`src/rtl/aes_pkg.sv`:
```
// Shared AES input-side types: bus/block widths,
// packed plaintext block type and the input sequencer state enum.
package aes_pkg;
  localparam int WORD_W  = 32;
  localparam int N_WORDS = 4;
  localparam int NFLAGS  = 32;
  localparam int BLK_W   = WORD_W * N_WORDS;
  localparam int CNT_W   = 2;

  typedef logic [N_WORDS-1:0][3:0][7:0] blk_t;

  typedef enum logic {
    S_FILL,
    S_ISSUE
  } inp_sched_st_e;
endpackage

```
`src/rtl/mod_blk_packer.sv`:
```
// Plaintext block register: writes one 32-bit word into word slot idx
// byte-lane by byte-lane. Ports: clk, clr (sync clear), we, idx, wdata, blk.
module mod_blk_packer
  import aes_pkg::*;
(
  input  logic              clk,
  input  logic              clr,
  input  logic              we,
  input  logic [CNT_W-1:0]  idx,
  input  logic [WORD_W-1:0] wdata,
  output blk_t              blk
);

  always_ff @(posedge clk) begin
    if (clr) begin
      blk <= '0;
    end else if (we) begin
      for (int i = 0; i < 4; i++) begin
        blk[idx][i] <= wdata[8*i +: 8];
      end
    end
  end

endmodule

```
`src/rtl/mod_inp_sched.sv`:
```
// AES input sequencer: routes addr=0 writes to the ctrl flags and packs
// addr=1 writes into 128-bit blocks handed to the encrypter with a
// valid/ready handshake; wr_ready back-pressures the master while a block
// is pending. Ports: clk, rst, wr_en/addr/wdata/wr_ready (master),
// ctrl_we/ctrl_flags, blk_valid/blk_data/blk_ready, fill_cnt.
// Optional: define INP_SCHED_ABORT_EN to add the abort input.
module mod_inp_sched
  import aes_pkg::*;
(
  input  logic              clk,
  input  logic              rst,
  input  logic              wr_en,
  input  logic              addr,
  input  logic [WORD_W-1:0] wdata,
  output logic              wr_ready,
  output logic              ctrl_we,
  output logic [NFLAGS-1:0] ctrl_flags,
  output logic              blk_valid,
  output blk_t              blk_data,
  input  logic              blk_ready,
  output logic [CNT_W-1:0]  fill_cnt
`ifdef INP_SCHED_ABORT_EN
  ,
  input  logic              abort
`endif
);

  inp_sched_st_e state, state_n;

  logic kill;
  logic acc;
  logic acc_d;
  logic acc_c;
  logic last;
  logic xfer;

`ifdef INP_SCHED_ABORT_EN
  assign kill = abort;
`else
  assign kill = 1'b0;
`endif

  assign wr_ready  = (state == S_FILL);
  assign blk_valid = (state == S_ISSUE);

  // abort wins over any same-cycle write or transfer
  assign acc   = wr_en & wr_ready & ~kill;
  assign acc_d = acc & addr;
  assign acc_c = acc & ~addr;
  assign last  = (fill_cnt == 2'd3);
  assign xfer  = blk_valid & blk_ready & ~kill;

  always_comb begin
    state_n = state;
    unique case (1'b1)
      kill:         state_n = S_FILL;
      acc_d & last: state_n = S_ISSUE;
      xfer:         state_n = S_FILL;
      default:      state_n = state;
    endcase
  end

  always_ff @(posedge clk) begin
    if (rst) begin
      state      <= S_FILL;
      fill_cnt   <= '0;
      ctrl_we    <= 1'b0;
      ctrl_flags <= '0;
    end else begin
      state   <= state_n;
      ctrl_we <= acc_c;
      if (acc_c) begin
        ctrl_flags <= wdata;
      end
      if (kill) begin
        fill_cnt <= '0;
      end else if (acc_d) begin
        fill_cnt <= fill_cnt + 2'd1;
      end
    end
  end

  mod_blk_packer u_pack (
    .clk   (clk),
    .clr   (rst),
    .we    (acc_d),
    .idx   (fill_cnt),
    .wdata (wdata),
    .blk   (blk_data)
  );

endmodule

```
`config.mk`:
```
export PLATFORM = sky130hd
export DESIGN_NAME = mod_inp_sched
export DESIGN_NICKNAME = d
export VERILOG_FILES = /design/src/rtl/aes_pkg.sv /design/src/rtl/mod_blk_packer.sv /design/src/rtl/mod_inp_sched.sv
export SDC_FILE = /design/constraint.sdc
export NUM_CORES = 1
export LEC_CHECK = 0
export ABC_AREA = 1
export BUFFER_PORTS_ARGS = -buffer_cell sky130_fd_sc_hd__buf_2
export CAP_MARGIN = 30
export CORE_MARGIN = 2
export CORE_UTILIZATION = 46
export CTS_CLUSTER_SIZE = 28
export DETAILED_ROUTE_END_ITERATION = 10
export PLACE_DENSITY_LB_ADDON = 0.25
export SKIP_CTS_REPAIR_TIMING = 1
export SKIP_LAST_GASP = 1
export SLEW_MARGIN = 20
export SYNTH_ARGS = -nofsm -noshare
export SYNTH_HDL_FRONTEND = slang
export SYNTH_SLANG_ARGS = --single-unit
```
`constraint.sdc`:
```
create_clock -name clk -period 1.2 [get_ports clk]
set_input_delay 0 -clock clk [delete_from_list [all_inputs] [get_ports clk]]
set_output_delay 0 -clock clk [all_outputs]
set_load 0.01 [all_outputs]
```
==> flow_metrics.py <==
metrics = {
    "status": {
        "outcome": "complete, but fails checks",
        "violations": "negative setup slack",
    },
    "yosys": {
        "yosysTopAreaCell": "dfxtp_1",
        "yosys_register_bits": 164,
        "avgSynthCellArea_sq_um": 6.782,
        "synth_area_leaders": "dfxtp_1 (49%), nand2_1 (16%), nor2_1 (14%)",
        "synth_cells": 983,
        "synth_seq_area_share_pct": 49.25,
        "ys_async_sr_fraction_pct": 0,
        "netlist.area_leader.share_pct": 49.25,
        "synth-edff-count": 0,
        "postSynthNetCount": 1024,
        "synth_top_flop_cell": "dfxtp_1",
        "yosys_warnings": 0,
        "ys_types": 17,
        "syn_area_sq_mm": 0.006666,
        "synthTopCellsByCount": "nand2_1 (292), nor2_1 (257), dfxtp_1 (164)",
        "synth.most_common_cell": "nand2_1",
    },
    "place": {
        "placement.io_buffers": 201,
        "place_hpwl_mm": 12.06,
        "gp_routability_congestion": 0.7829,
        "place_area_sq_mm": 0.007968,
        "preCtsSetupSlack_ns": -0.1067,
    },
    "worst_setup_path": {
        "path_class": "flop to flop",
        "end_kind": "flop",
        "start_kind": "flop",
        "worstPathArrival_ns": 1.71,
        "critPathRequiredTime_ns": 1.56,
        "critical_path.max_fanout": 5,
    },
    "floorplanning": {
        "fp.coreArea_sq_mm": 0.01404,
        "dieArea_sq_mm": 0.01547,
        "initial_core_util_pct": 47.47,
        "rows": 43,
        "die_h_microns": 124.4,
        "die-width_microns": 124.4,
        "pin_count": 202,
    },
    "grt": {
        "grt_max_degree": 43,
        "grt_pass1_vias": 5559,
        "gr-total-overflow": 0,
        "grt_pass1_wl_mm": 28.27,
        "antenna_found_initial": 0,
        "grt_use_total_pct": 22.45,
    },
    "timing": {
        "tns_ns": -10.09,
        "slew_headroom_pct": 73.32,
        "finalHoldViolCount": 0,
        "finalMaxSlewViolations": 0,
        "clock_skew_ns": 0.005642,
        "fin_ws_ns": -0.1527,
        "rsz0062_at_grt": "true",
        "fmax_ghz": 0.7393,
        "period_share_pct": 112.7,
        "finalSetupViolCount": 129,
        "tightest_slew_ns": 0.4002,
        "finalCriticalPeriod_ns": 1.353,
    },
    "detailed_routing": {
        "first_iter_violations": 423,
        "vias": 6691,
        "route.detailed.drc": 0,
        "antenna_left": 0,
        "routedWlPerCell_microns": 14.62,
        "drt-vias-per-instance": 4.669,
        "dr.pass1.iters": 6,
        "finalWirelength_mm": 20.96,
    },
    "run": {
        "maxCapViolCount": 0,
    },
    "power_and_ir_drop": {
        "p_leak_nw": 5.395,
        "peakVddDrop_v": 0.001105,
        "power.density_mw_per_mm2": 1315,
        "total_power_w": 0.01284,
    },
    "clocking": {
        "cts_tree": "built",
        "root_buffer": "clkbuf_16",
        "clkSinkCount": 164,
        "cts.clk_slew.worst_paths_ns": 0.06,
        "cts_max_path_buffers": 2,
        "h-tree-depth": 4,
        "cts_buffers": 17,
        "worstSkewPairLatency_ns": 0.42,
    },
    "finish": {
        "post-route-util_pct": 69.49,
        "drive_gt1_share_pct": 27.06,
        "nets": 1282,
        "fillers": 1162,
        "diodes": 0,
        "final_area_sq_mm": 0.009758,
        "syn_to_final_growth_pct": 46.38,
    },
    "worst_hold_path": {
        "hold_path_class": "primary input to flop",
    },
}
==> worst max-delay path, stage by stage, from the launching register on <==
cell	delay, ns
dfxtp_4	0.37
inv_4	0.08
ha_4	0.13
nand4_4	0.10
clkbuf_16	0.21
buf_12	0.14
nand2_4	0.05
nand2_1	0.06
nor2_1	0.13
==> where the power goes <==
part / internal (W) / switching [W]
sequential: 0.00562 / 0.0000908
combinational: 0.000590 / 0.000783
clock: 0.00359 / 0.00216
total: 0.00980 / 0.00303
==> placed cells by master (no fill, tap or decap) <==
| master | synthesis | routed |
|---|---|---|
| inv_4 | 0 | 3 |
| dfxtp_1 | 164 | 161 |
| inv_1 | 133 | 130 |
| nor2_1 | 257 | 245 |
| clkbuf_8 | 0 | 2 |
| buf_12 | 0 | 17 |
| nand2_4 | 0 | 7 |
| a21oi_1 | 35 | 35 |
| nand4_1 | 33 | 33 |
| buf_8 | 0 | 3 |
| clkinv_4 | 0 | 3 |
| dlygate4sd3_1 | 0 | 34 |
| or2_2 | 1 | 1 |
| bufinv_16 | 0 | 4 |
| nand3_2 | 1 | 1 |
| nor2_4 | 0 | 1 |
| buf_2 | 44 | 200 |
| nand2_2 | 0 | 15 |
| buf_6 | 2 | 10 |
| dfxtp_2 | 0 | 1 |
| nor2_2 | 0 | 11 |
| dfxtp_4 | 0 | 2 |
| nand4_4 | 3 | 3 |
| clkbuf_16 | 0 | 33 |
| buf_4 | 4 | 17 |
| nand3_1 | 1 | 1 |
| clkinvlp_4 | 0 | 1 |
| clkbuf_1 | 3 | 4 |
| clkinv_2 | 0 | 1 |
| ha_1 | 4 | 1 |
| ha_4 | 0 | 3 |
| nand2_1 | 292 | 270 |
==> registers in the layout, summed over array words and instances (netlist names) <==
name,count
fill_cnt,2
u_pack.blk,128
blk_valid,1
ctrl_we,1
ctrl_flags,32
==> routing by layer <==
| layer | wire (microns) | track usage [%] | part of all wire (%) | up-vias |
|---|---|---|---|---|
| li1 | - | - | - | 3421 |
| met1 | 9030 | 28.62 | 43 | 3027 |
| met2 | 10100 | 35.62 | 48 | 214 |
| met3 | 1447 | 7.388 | 6.9 | 29 |
| met4 | 381 | 7.997 | 1.8 | 0 |
| met5 | 0 | 0 | 0 | - |
==> cell families (layout without fill, tap and decap cells) <==
family | count (synthesis) | in the layout | synth area share (%)
compound gates | 35 | 35 | 2.628
flops | 164 | 164 | 49.25
buf+inv | 192 | 462 | 12.09
fa+ha+maj | 4 | 4 | 0.7508
simple gates | 588 | 588 | 35.29
==> per-stage QoR <==
step / hold slack (ns) / std cells
after floorplan: 0.1349 / 983
after global placement: 0.2963 / 1335
after detailed placement: 0.2899 / 1335
after CTS: -0.1514 / 1366
after global routing: 0.1531 / 1433
final: 0.1050 / 1433
==> worst paths after layout <==
| kind | from | endpoint | slack [ns] | cells after the start |
|---|---|---|---|---|
| worst min register to register | ctrl_flags[20] | ctrl_flags[20] | 0.46 | 2 |
| worst min-delay path | addr | fill_cnt[0] | 0.10 | 5 |
| worst max-delay path | fill_cnt[1] | u_pack.blk[43] | -0.15 | 8 |
| worst max register to register | fill_cnt[1] | u_pack.blk[43] | -0.15 | 8 |
==> final cells by class <==
cell class	count	area (sq um)	area share (%)
tap	180	225.2	2.308
clock buffer	23	467.9	4.795
multi-input combinational	627	2740	28.08
timing repair buffer	297	2367	24.26
inverter	134	515.5	5.283
sequential	164	3292	33.74
clock inverter	8	150.1	1.539
(Power assumes the default switching activity.)
